$ cat config.mk
export PLATFORM = sky130hd
export DESIGN_NAME = can_bit_timing_sample
export DESIGN_NICKNAME = d
export VERILOG_FILES = /design/src/rtl/can_bit_timing_sample.sv
export SDC_FILE = /design/constraint.sdc
export NUM_CORES = 1
export LEC_CHECK = 0
export ABC_AREA = 1
export CAP_MARGIN = 10
export CORE_AREA = 2 2 66 68
export DETAILED_ROUTE_END_ITERATION = 16
export DIE_AREA = 0 0 68 70
export PLACE_DENSITY = 0.7
export REMOVE_ABC_BUFFERS = 1
export SETUP_SLACK_MARGIN = 0.2
export SYNTH_ARGS = -nofsm -noshare
export SYNTH_HDL_FRONTEND = slang
export SYNTH_SLANG_ARGS = --single-unit
$ cat constraint.sdc
create_clock -name clk -period 4.1 [get_ports clk]
set_input_delay 0.82 -clock clk [delete_from_list [all_inputs] [get_ports clk]]
set_output_delay 0.82 -clock clk [all_outputs]
set_load 0.005 [all_outputs]
$ cat src/rtl/can_bit_timing_sample.sv
// CAN receive bit timing: synchronises the raw RX line, hard-syncs on the
// first falling edge, resynchronises within the SJW limit, samples each bit
// (single or 3-point majority) and optionally removes and checks stuff bits.
module can_bit_timing_sample #(
  parameter int CLK_MHZ       = 100,
  parameter int BITRATE_KBPS  = 1000,
  parameter int SAMPLE_PCT    = 75,
  parameter int SJW_CLKS      = 4,
  parameter int TRIPLE_SAMPLE = 0,
  parameter int DESTUFF       = 1
) (
  input  logic clk,
  input  logic rst_n,
  input  logic en,
  input  logic din,
  output logic dout,
  output logic dvalid,
  output logic stuff_err,
  output logic busy
);

  localparam int BIT_CLKS   = CLK_MHZ * 1000 / BITRATE_KBPS;
  localparam int SAMPLE_CLK = BIT_CLKS * SAMPLE_PCT / 100;
  localparam int CNT_W      = (BIT_CLKS > 1) ? $clog2(BIT_CLKS) : 1;

  localparam logic [CNT_W-1:0] SAMPLE_C = CNT_W'(SAMPLE_CLK);
  localparam logic [CNT_W-1:0] LAST_C   = CNT_W'(BIT_CLKS - 1);
  localparam logic [CNT_W-1:0] ONE_C    = CNT_W'(1);
  localparam logic [CNT_W:0]   BIT_E    = (CNT_W + 1)'(BIT_CLKS);
  localparam logic [CNT_W:0]   SJW_E    = (CNT_W + 1)'(SJW_CLKS);
  localparam logic [CNT_W:0]   ONE_E    = (CNT_W + 1)'(1);

  localparam logic STATE_IDLE = 1'b0;
  localparam logic STATE_RUN  = 1'b1;

  function automatic logic maj3(input logic a, input logic b, input logic c);
    return (a & b) | (a & c) | (b & c);
  endfunction

  logic             din_p0;
  logic             din_s;
  logic             din_s_p1;
  logic             din_s_p2;
  logic             state;
  logic [CNT_W-1:0] cnt;
  logic             resynced;
  logic             sampled;
  logic [2:0]       run_cnt;
  logic             last_bit;

  logic             din_fall;
  logic             do_resync;
  logic             resync_wrap;
  logic             new_bit;
  logic             take_sample;
  logic             bit_val;
  logic [CNT_W-1:0] cnt_nxt;
  logic [CNT_W:0]   cnt_ext;
  logic [CNT_W:0]   jump;
  logic [CNT_W:0]   sum;

  assign din_fall    = ~din_s & din_s_p1;
  assign take_sample = (state == STATE_RUN) && (cnt == SAMPLE_C) && !sampled;
  assign bit_val     = (TRIPLE_SAMPLE != 0) ? maj3(din_s_p2, din_s_p1, din_s) : din_s;

  // Two-flop synchroniser plus the history taps used for edge and majority
  always_ff @(posedge clk or negedge rst_n) begin
    if (!rst_n) begin
      din_p0   <= 1'b1;
      din_s    <= 1'b1;
      din_s_p1 <= 1'b1;
      din_s_p2 <= 1'b1;
    end else begin
      din_p0   <= din;
      din_s    <= din_p0;
      din_s_p1 <= din_s;
      din_s_p2 <= din_s_p1;
    end
  end

  // Next bit-counter value, including SJW-limited late/early resync
  always_comb begin
    cnt_ext     = {1'b0, cnt};
    jump        = '0;
    sum         = '0;
    resync_wrap = 1'b0;
    do_resync   = din_fall && last_bit && !resynced && (cnt != '0);
    cnt_nxt     = (cnt == LAST_C) ? '0 : cnt + ONE_C;
    if (do_resync) begin
      if (cnt <= SAMPLE_C) begin
        jump = (cnt_ext < SJW_E) ? cnt_ext : SJW_E;
        sum  = cnt_ext + ONE_E - jump;
      end else begin
        jump = ((BIT_E - cnt_ext) < SJW_E) ? (BIT_E - cnt_ext) : SJW_E;
        sum  = cnt_ext + ONE_E + jump;
        if (sum >= BIT_E) begin
          sum         = sum - BIT_E;
          resync_wrap = 1'b1;
        end
      end
      cnt_nxt = sum[CNT_W-1:0];
    end
    new_bit = resync_wrap || (!do_resync && (cnt == LAST_C));
  end

  // Control state, bit timing, sampling and destuffing
  always_ff @(posedge clk or negedge rst_n) begin
    if (!rst_n) begin
      state     <= STATE_IDLE;
      busy      <= 1'b0;
      cnt       <= '0;
      resynced  <= 1'b0;
      sampled   <= 1'b0;
      run_cnt   <= '0;
      last_bit  <= 1'b1;
      dout      <= 1'b1;
      dvalid    <= 1'b0;
      stuff_err <= 1'b0;
    end else begin
      dvalid    <= 1'b0;
      stuff_err <= 1'b0;
      if (!en) begin
        state    <= STATE_IDLE;
        busy     <= 1'b0;
        cnt      <= '0;
        resynced <= 1'b0;
        sampled  <= 1'b0;
        run_cnt  <= '0;
        last_bit <= 1'b1;
      end else if (state == STATE_IDLE) begin
        if (din_fall) begin
          state    <= STATE_RUN;
          busy     <= 1'b1;
          cnt      <= ONE_C;
          resynced <= 1'b0;
          sampled  <= 1'b0;
          run_cnt  <= '0;
          last_bit <= 1'b1;
        end
      end else begin
        cnt <= cnt_nxt;
        if (do_resync) resynced <= !resync_wrap;
        else if (new_bit) resynced <= 1'b0;
        if (new_bit) sampled <= 1'b0;
        else if (take_sample) sampled <= 1'b1;
        if (take_sample) begin
          if ((DESTUFF != 0) && (run_cnt == 3'd5)) begin
            if (bit_val != last_bit) begin
              run_cnt  <= 3'd1;
              last_bit <= bit_val;
            end else begin
              stuff_err <= 1'b1;
              state     <= STATE_IDLE;
              busy      <= 1'b0;
              cnt       <= '0;
              resynced  <= 1'b0;
              sampled   <= 1'b0;
              run_cnt   <= '0;
              last_bit  <= 1'b1;
            end
          end else begin
            dvalid   <= 1'b1;
            dout     <= bit_val;
            last_bit <= bit_val;
            if ((run_cnt == '0) || (bit_val != last_bit)) run_cnt <= 3'd1;
            else if (run_cnt != 3'd7) run_cnt <= run_cnt + 3'd1;
          end
        end
      end
    end
  end

endmodule

# Yosys cells after proc, flatten, opt, wreduce, memory -nomap -nowiden
# Cells that the tools add are included.
# word_totals
reg_bits	21
inputBits	4
wordCells	119
out_inout_bits	4
# op_classes
magnitude_cmp	4
n_reduce_logical	18
add_sub_neg	7
n_eq_ne	10
bitwise_logic	3
n_mux	64
# op_table
operator	n
$mux W7	11
$mux W1	45
$mux W3	7
$eq A7 B7 Y1 const B	2
$add A7 B1 Y8 const B	1
$add A8 B8 Y8	1
$ge A8 B7 Y1 const B	1
$lt A8 B3 Y1 const B	1
$mux W8	1
$reduce_and A4 Y1	2
$sub A7 B7 Y8 const A	1
$add A7 B1 Y7 const B	1
$le A7 B7 Y1 const B	1
$lt A7 B3 Y1 const B	1
$reduce_bool A7 Y1	1
$sub A7 B7 Y7	1
$sub A7 B7 Y7 const B	1
$logic_and A1 B1 Y1	6
$ne A3 B2 Y1 const B	2
$ne A3 B3 Y1 const B	2
$ne A5 B2 Y1 const B	1
$logic_not A1 Y1	4
$add A3 B1 Y3 const B	1
$eq A3 B3 Y1 const B	1
8 further kinds	10

# Longest topological paths before layout
# Gate-level depths: netlist of the first run.
# depth
word_depth	16
ltp_mapped	27
ltp_nobuf	27

# Least setup slack after synthesis of the first run
# OpenSTA, ideal clock, no wires.
# synth_timing
path_type	register -> register
start	reg cnt[0]
end	reg cnt[6]
path_buffers	0
period_less_slack_ns	2.910
arrival_time_ns	2.793
path_slack_ns	1.190
required_ns	3.983
stages_incl_launch_ff	27
cell_sequence	dfrtp_1 inv_1 ha_1 inv_1 nand2_1 nand2_1 nand2_2 nor2_4 nand2_1 ha_1 nand4_1 nand2_2 xnor2_1 ha_1 nand4_1 nand2_1 nand3_1 nand2_2 nand2_4 nand2_4 nand2_1 nand2_1 nand2_1 nand2_1 nand2_1 nand2_1 nand2_1
# synth_via
elab_chain_cells	13
elab_cells_between_ends	27
classes_between	add/sub: 6; order compare: 4; eq/ne: 2; mux: 11; reduce/logical: 4
# synth_rtl
element	line	source
from (decl)	45	logic [CNT_W-1:0] cnt;
from (signal assigned)	141	cnt <= cnt_nxt;
$sub A7 B7 Y8	94	jump = ((BIT_E - cnt_ext) < SJW_E) ? (BIT_E - cnt_ext) : SJW_E;
$lt A8 B3 Y1	94	
$mux W8	94	
$add A8 B8 Y8	95	sum = cnt_ext + ONE_E + jump;
$sub A7 B7 Y7 or $ge A8 B7 Y1 (tied branches)	97, 96	
$mux W7	96	if (sum >= BIT_E) begin
$mux W7	90	if (cnt <= SAMPLE_C) begin
$mux W7	89	if (do_resync) begin
$mux W7	148	if (bit_val != last_bit) begin
$mux W7	147	if ((DESTUFF != 0) && (run_cnt == 3'd5)) begin
$mux W7 (*)	146	if (take_sample) begin
$mux W7 (*)	130	end else if (state == STATE_IDLE) begin
$mux W7 (*)	122	if (!en) begin
# Mark *: on every way between the ends. The rest lies on a longest branch, timed or not.
# A chain may end at the register's enable or synchronous reset.

# Worst setup path after layout of the first run
# layout_timing
start	reg cnt[0]
end	reg cnt[4]
# Same word-level chain as after synthesis.

==> results of run 1 <==
## synth_stat cells (all sizes together)
cell type / number / area (um2)
o221ai: 2 / 17.5
nor3: 8 / 40.0
nor2: 28 / 120
nand3: 18 / 105
inv: 45 / 169
a2111oi: 1 / 10.0
nand3b: 4 / 30.0
or2: 1 / 6.26
o21ai: 13 / 65.1
nand2: 104 / 448
ha: 20 / 250
nand4: 3 / 18.8
a211oi: 2 / 15.0
dfrtp: 16 / 400
nor4: 1 / 6.26
o21a: 2 / 15.0
conb: 2 / 7.51
a21oi: 23 / 115
xnor2: 2 / 17.5
dfstp: 5 / 131
fa: 1 / 20.0
mux2: 1 / 11.3
buf: 4 / 28.8
xor2: 6 / 52.6
o31ai: 1 / 7.51
o21bai: 1 / 7.51
clkinv: 1 / 5.00
## state kept, by name, indices dropped and copies added (netlist names)
| name | count |
|---|---|
| cnt | 7 |
| run_cnt | 3 |
| bit_val | 1 |
| busy | 1 |
| din_p0 | 1 |
| din_s_p1 | 1 |
| dout | 1 |
| dvalid | 1 |
| last_bit | 1 |
| resynced | 1 |
| sampled | 1 |
| state | 1 |
| stuff_err | 1 |
## routing by layer
layer	track usage, %	vias up	wire length, um
met4	8.89	0	116
li1	-	1034	-
met5	0	-	0
met1	25.2	878	2020
met3	1.77	8	98
met2	36.8	29	2240
## final cells by class
cell class | count | area share [%]
clock buffer | 3 | 1.78
tap | 52 | 2.80
timing repair buffer | 10 | 3.98
inverter | 46 | 7.49
clock inverter | 1 | 0.215
multi-input combinational | 250 | 60.9
sequential | 21 | 22.9
## power breakdown
part | switching (mW) | internal [mW]
Combinational | 0.129 | 0.0785
Clock | 0.0632 | 0.0675
Sequential | 0.00953 | 0.216
Total | 0.202 | 0.362
## worst max-delay path: stages, from the launching register on
cell     delay, ns
dfrtp_1       0.45
inv_1         0.11
ha_1          0.25
inv_1         0.06
nand2_1       0.04
nand2_1       0.06
nand2_2       0.06
nor2_4        0.13
nand2_1       0.10
ha_1          0.34
nand4_1       0.12
nand2_2       0.07
xnor2_1       0.30
ha_1          0.21
nand4_1       0.09
nand2_1       0.07
nand3_1       0.08
nand2_2       0.09
nand2_4       0.07
nand2_4       0.09
nand2_1       0.05
nand2_1       0.05
nand2_1       0.05
nand2_1       0.06
nand2_1       0.06
nand2_1       0.06
nand2_1       0.04
## logic make-up after synthesis
kind of cell	Yosys count
AOI/OAI and AO/OA	45
xor gates and xnor gates	8
adders and majority gates	21
buffers and inverters	50
DFF	21
muxes	1
other	2
and+or+nand+nor	167
## how the worst max path moves through the flow
stage                 from  endpoint
finish              cnt[0]    cnt[4]
global route        cnt[0]    cnt[4]
CTS                 cnt[0]    cnt[5]
detailed placement  cnt[0]    cnt[5]
global placement    cnt[0]    cnt[2]
floorplan           cnt[0]    cnt[4]
## per-stage QoR
step	cell area, um2	hold slack, ns	setup WS, ns
finish	2320	0.360	0.815
global route	2320	0.362	0.471
CTS	2320	0.360	0.810
detailed placement	2280	0.349	0.822
global placement	2280	0.347	0.951
floorplan	2110	0.345	1.10
==> flow_summary.yaml, run 1 <==
job:
  drv_cap: 0
clocking:
  cts_tree: "done"
  cts_resized: 0
  cts_sinks: 21
  hold_buffers: 0
  clk_path_buf_depth: 2
  htreeDepth: 1
  path_clk_slew_ns: 0.08
  post_cts_buffers: 0
  cts_buffers: 3
  insertion_delay_ns: 0.25
  cts_root_buffer: "clkbuf_8"
power:
  leakagePower_nw: 1.22
  vdd_drop_max_mv: 0.170
  p_total_mw: 0.564
  p_per_area_nw_per_um2: 243
cells_and_area:
  multi_input_area_um2: 1410
  nets: 357
  seqCellArea_um2: 532
  layout_common_cells: "89 x nand2_1, 41 x inv_1, 24 x nor2_1, 23 x a21oi_1, 20 x ha_1"
  layout-drive-gt1-share_pct: 12.7
  final_common_cell: "nand2_1"
  nFillCells: 421
  n_antenna_cell: 0
  fin_cells: 383
  postLayoutCoreUtil_pct: 56.1
  syn_to_final_growth_pct: 9.56
sta:
  clock_skew_ns: 0.00495
  slew_headroom_pct: 39.8
  worst_slew_pin_slew_ns: 0.900
  fin_setup_tns_ns: 0
  slew_viol_final: 0
  rsz0062_at_grt: "false"
  setup_viol: 0
  fin_crit_sh_pct: 80.1
  fmax_mhz: 304
  period_minus_slack_ns: 3.29
  timing.final.hold_violations: 0
placed_design:
  gp_congestion: 0.923
  place_hpwl_um: 3720
  place_inst: 379
  port_buffers: 7
worst_setup_path:
  critPathMaxFanout: 7
  arrival_ns: 3.44
  reg2reg_to: "cnt[4]"
  endpoint_kind: "register"
  r2r_cells: 26
  critPathKind: "reg2reg"
  required_ns: 4.25
  worstReg2RegStart: "cnt[0]"
  ff2ff_setup_slack_ns: 0.81
  startpoint_type: "register"
die:
  num_rows: 24
  die_w_um: 68
  core_um2: 4140
  start_util_pct: 51.2
  dieArea_um2: 4760
  io_pins: 8
  die-height_um: 70
routing:
  ant_nets: 0
  dr_total_vias: 1949
  first_pass_iters: 4
  drc: 0
  drt_iter0_drc: 80
  viasPerCell: 5.09
  routedWlPerCell_um: 11.7
  wl_um: 4470
global_route:
  grt_pass1_vias: 1895
  grt_max_degree: 22
  grt_usage_pct: 20.9
  antenna_found_initial: 0
  grt.overflow.total: 0
  grt_pass1_wl_um: 7850
logic_synthesis:
  synthXorXnorAreaFrac_pct: 3.30
  synth-compound-area-share_pct: 11.9
  yosys.area_share.adder_pct: 12.7
  yosysUniqueCellTypes: 36
  synth_top_family_by_area: "simple AND/OR/NAND/NOR gates"
  post_synth_inst_count: 315
  synth.area.mux_share_pct: 0.531
  synthSimpleGateAreaFrac_pct: 36.5
  yosysWarnings: 0
  syn-cell-area_um2: 2120
  syn_area_per_cell_um2: 6.73
  synth_seq_cells: 21
  synth_seq_area_share_pct: 25.1
hold_path:
  hp-class: "reg2reg"
  min_to: "bit_val"
  hold_start: "din_p0"
  holdPathStages: 0
outcome:
  status: "finished clean"
(Power assumes the default switching activity.)
==> run 2, diff against run 1 <==
PLACE_DENSITY = 0.73   (was 0.7)
clock period = 2.7 ns   (was 4.1 ns; I/O delays follow)
==> flow_summary.yaml, run 2 (synthesized netlist as in run 1, its figures left out) <==
clocking:
  cts_tree: "done"
  cts_root_buffer: "clkbuf_8"
  clk_path_buf_depth: 2
  insertion_delay_ns: 0.26
  htreeDepth: 1
  cts_sinks: 21
  hold_buffers: 0
  path_clk_slew_ns: 0.07
  cts_buffers: 3
sta:
  setup_viol: 7
  fin_setup_tns_ns: -0.920
  timing.final.hold_violations: 0
  fmax_mhz: 347
  slew_viol_final: 0
  fin_crit_sh_pct: 107
  rsz0062_at_grt: "true"
  setup_slack_ns: -0.180
  worst_slew_pin_slew_ns: 0.681
  slew_headroom_pct: 54.3
  clock_skew_ns: 0.00201
  hold_ws_ns: 0.358
  period_minus_slack_ns: 2.88
routing:
  met3_wirelength_um: 191
  top_layer_used: "met4"
  wl_um: 5680
  ant_nets: 0
  wl_met2_um: 3140
  drt_iter0_drc: 96
  viasPerCell: 5.10
  dr_total_vias: 2237
  first_pass_iters: 6
  drc: 0
  wl_met1_um: 2270
  routedWlPerCell_um: 12.9
die:
  die_w_um: 68
  io_pins: 8
  start_util_pct: 51.2
  dieArea_um2: 4760
  core_um2: 4140
  die-height_um: 70
  num_rows: 24
job:
  drv_cap: 0
worst_setup_path:
  endpoint: "resynced"
  cp_slowest_cell: "dfrtp_1"
  ff2ff_setup_slack_ns: -0.18
  startpoint_type: "register"
  worstReg2RegStart: "cnt[1]"
  critPathMaxStageDelay_ns: 0.41
  endpoint_kind: "register"
  reg2reg_to: "resynced"
  startpoint: "cnt[1]"
  r2r_cells: 22
  required_ns: 2.89
  critPathKind: "reg2reg"
  critPathMaxFanout: 6
  arrival_ns: 3.07
  cp_cell_sequence: "buf_4 > nor2_1 > nor2_1 > nor2_1 > nor2_4 > nand2_2 > ha_4 > buf_4 > xnor2_2 > inv_1 > ha_2 > nand4_1 > nand2_1 > nand3_2 > nand2_2 > nand2_4 > nand2_4 > buf_4 > buf_6 > nand3_4 > nand2_4 > a21oi_2"
global_route:
  grt_usage_pct: 24.7
  grt_pass1_vias: 2201
  grt.overflow.total: 0
  grt_max_degree: 22
  grt_pass1_wl_um: 9180
  antenna_found_initial: 0
placed_design:
  placed_cell_area_um2: 2580
  port_buffers: 7
  place_inst: 420
  gp_congestion: 0.939
  place_hpwl_um: 4100
power:
  p_per_area_nw_per_um2: 348
  vdd_drop_max_mv: 0.373
  leakagePower_nw: 1.52
cells_and_area:
  nets: 413
  syn_to_final_growth_pct: 39.1
  largest_register_ffs: 7
  layout-drive-gt1-share_pct: 35.1
  seqCellArea_um2: 533
  n_antenna_cell: 0
  largest_registers: "cnt (7), run_cnt (3)"
  regMostFlops: "cnt"
  fin_cells: 439
  final_cell_area_um2: 2950
  multi_input_area_um2: 1610
  nFillCells: 352
  layout_common_cells: "82 x nand2_1, 57 x buf_4, 38 x inv_1, 22 x nor2_1"
  postLayoutCoreUtil_pct: 71.2
  final_common_cell: "nand2_1"
outcome:
  failed_checks: "setup timing"
  status: "finished with violations"
hold_path:
  hp-class: "reg2reg"
[run 2: cell types whose count changed in the layout (fill, tap and decap cells not counted), sizes merged]
cell	delta
buf	+56
[run 2: how the worst min path moves through the flow]
stage / depth (start not counted) / to / start
global placement: 0 / bit_val / din_p0
detailed placement: 0 / bit_val / din_p0
floorplan: 0 / busy / rst_n
finish: 0 / bit_val / din_p0
global route: 0 / bit_val / din_p0
CTS: 0 / bit_val / din_p0
[run 2: layout make-up]
type | count | area share [%]
multi-input combinational | 250 | 54.6
sequential | 21 | 18.1
timing repair buffer | 66 | 17.6
inverter | 46 | 5.90
tap | 52 | 2.21
clock buffer | 3 | 1.40
clock inverter | 1 | 0.170
[run 2: critical path: cells and delay by family, from the launching register on]
| kind | cells | cell delay (ns) |
|---|---|---|
| buf+inv | 5 | 0.64 |
| compound gates | 1 | 0.13 |
| xor+xnor | 1 | 0.15 |
| simple gates | 13 | 1.11 |
| fa+ha+maj | 2 | 0.38 |
| flops | 1 | 0.41 |
[run 2: repair_timing]
action / in CTS / in global routing
gates resized for setup: 20 / 26
setup buffers: 10 / 5
pin swaps: 17 / 18
setup endpoints to repair: 7 / 11
[run 2: routing by layer]
metal / vias to the layer above / GRT usage, %
met4: 0 / 5.56
met3: 10 / 1.77
met2: 49 / 47.5
met1: 1031 / 28.4
met5: - / 0
li1: 1147 / -
[run 2: where the power goes]
part	total (mW)	internal (mW)	switching, mW
clock network	0.200	0.103	0.0978
registers	0.340	0.329	0.0110
logic	0.487	0.230	0.256
[run 2: metrics by stage]
step                setup WS [ns]  total power [mW]
finish                     -0.180              1.03
global route               -0.370              1.10
CTS                       -0.0730             0.969
detailed placement         -0.194             0.723
global placement           -0.139             0.717
floorplan                  -0.296             0.584
==> run 3, diff against run 2 <==
CTS_CLUSTER_SIZE = 24   (was unset)
REMOVE_ABC_BUFFERS = unset   (was 1)
TNS_END_PERCENT = 5   (was unset)
==> flow_summary.yaml, run 3 (synthesized netlist as in run 1, its figures left out) <==
clocking:
  path_clk_slew_ns: 0.08
  cts_root_buffer: "clkbuf_8"
  hold_buffers: 0
  cts_buffers: 3
  cts_sinks: 21
  cts_tree: "done"
  clk_path_buf_depth: 2
  htreeDepth: 1
  insertion_delay_ns: 0.27
global_route:
  grt_pass1_vias: 2091
  grt_max_degree: 22
  grt.overflow.total: 0
  grt_pass1_wl_um: 8770
  grt_usage_pct: 23.9
  antenna_found_initial: 0
sta:
  fin_crit_sh_pct: 105
  timing.final.hold_violations: 0
  slew_viol_final: 0
  rsz0062_at_grt: "true"
  worst_slew_pin_slew_ns: 0.502
  slew_headroom_pct: 66.2
  hold_ws_ns: 0.360
  clock_skew_ns: 0.00364
  period_minus_slack_ns: 2.83
  fmax_mhz: 353
  setup_viol: 7
  setup_slack_ns: -0.131
die:
  core_um2: 4140
  die-height_um: 70
  die_w_um: 68
  dieArea_um2: 4760
  num_rows: 24
  io_pins: 8
  start_util_pct: 51.2
outcome:
  failed_checks: "setup timing"
  status: "finished with violations"
routing:
  viasPerCell: 5.03
  routedWlPerCell_um: 12.1
  ant_nets: 0
  first_pass_iters: 4
  drc: 0
  drt_iter0_drc: 118
  dr_total_vias: 2173
  wl_um: 5250
placed_design:
  port_buffers: 7
  place_inst: 422
  gp_congestion: 0.861
  place_hpwl_um: 4240
power:
  vdd_drop_max_mv: 0.288
  leakagePower_nw: 1.48
  p_per_area_nw_per_um2: 351
cells_and_area:
  syn_to_final_growth_pct: 31.5
  postLayoutCoreUtil_pct: 67.3
  largest_registers: "cnt (7), run_cnt (3)"
  regMostFlops: "cnt"
  fin_cells: 432
  largest_register_ffs: 7
  n_antenna_cell: 0
  layout_common_cells: "86 x nand2_1, 52 x buf_4, 37 x inv_1, 23 x nor2_1, 21 x a21oi_1"
  final_common_cell: "nand2_1"
  nets: 406
  layout-drive-gt1-share_pct: 29.7
worst_setup_path:
  required_ns: 2.87
  critPathMaxFanout: 6
  crit_top_cell: "nand2_1"
  endpoint_kind: "register"
  startpoint_type: "register"
  critPathKind: "reg2reg"
  cp_slowest_cell: "dfrtp_2"
  arrival_ns: 3.00
  critPathMaxStageDelay_ns: 0.45
  cp_cell_sequence: "buf_4 > nand2_1 > nor2_1 > xor2_1 > ha_1 > buf_4 > xnor2_2 > ha_2 > nand4_1 > nand2_1 > nand3_1 > nand2_2 > nand2_4 > nand2_4 > nand2_2 > nand2_1 > nand2_1 > nand2_1 > nand2_1 > nand2_1 > nand2_1"
job:
  drv_cap: 0
hold_path:
  hp-class: "reg2reg"
[run 3: cell count changes in the layout (fill, tap and decap cells not counted), moves of 2 or more]
cell / previous run / this run
a21oi_1: 17 / 21
a21oi_2: 6 / 2
buf_4: 57 / 52
buf_6: 2 / 0
ha_1: 15 / 17
ha_4: 4 / 2
nand2_1: 82 / 86
nand2_2: 17 / 14
nand3_1: 12 / 15
nand3_2: 5 / 3
[run 3: area by class of cell]
type	count	area [um2]
tap	52	65.1
multi-input combinational	250	1510
clock buffer	3	41.3
clock inverter	1	5.00
fill	378	1360
inverter	46	174
timing repair buffer	59	460
sequential	21	533
[run 3: routing by layer]
layer  vias to the layer above  wire (um)  part of all wire (%)  track usage (%)
met3                         5        185                   3.5             3.38
met1                      1005       2300                    44             30.1
li1                       1130          -                     -                -
met4                         0         57                   1.1             6.67
met5                         -          0                     0                0
met2                        33       2700                    51             41.4
[run 3: what timing repair did]
item                       4_1_cts  5_1_grt
resized for setup                5       10
pin swaps                       11       13
setup endpoints to repair        7       13
buffers inserted                 3        3
[run 3: final timing paths]
| check | from | to | slack [ns] | depth (start not counted) |
|---|---|---|---|---|
| min in group asynchronous | rst_n | cnt[5] | 0.60 | 2 |
| max | cnt[0] | cnt[5] | -0.13 | 21 |
| max reg2reg | cnt[0] | cnt[5] | -0.13 | 21 |
| min | din_p0 | bit_val | 0.36 | 0 |
| min reg2reg | din_p0 | bit_val | 0.36 | 0 |
| max in group asynchronous | rst_n | din_s_p1 | 1.82 | 2 |
[run 3: through the flow]
stage / total power [mW] / TNS [ns] / area, um2 / worst slack, ns
after floorplan: 0.598 / -0.100 / 2180 / -0.0279
after global placement: 0.728 / -0.318 / 2640 / -0.0803
after detailed placement: 0.738 / -0.837 / 2640 / -0.162
after CTS: 0.970 / -0.516 / 2730 / -0.117
after global routing: 1.04 / -1.84 / 2790 / -0.321
final: 0.979 / -0.544 / 2790 / -0.131
[run 3: critical path: cells and delay by family, from the launching register on]
family | cells | cell delay [ns]
XOR/XNOR | 2 | 0.37
adder cells (fa/ha/maj) | 2 | 0.57
buffers and inverters | 2 | 0.31
flip-flops | 1 | 0.45
AND/OR/NAND/NOR | 15 | 1.03
[run 3: power by group]
group / switching (mW) / internal [mW]
registers: 0.0132 / 0.329
clock network: 0.117 / 0.103
logic: 0.222 / 0.194
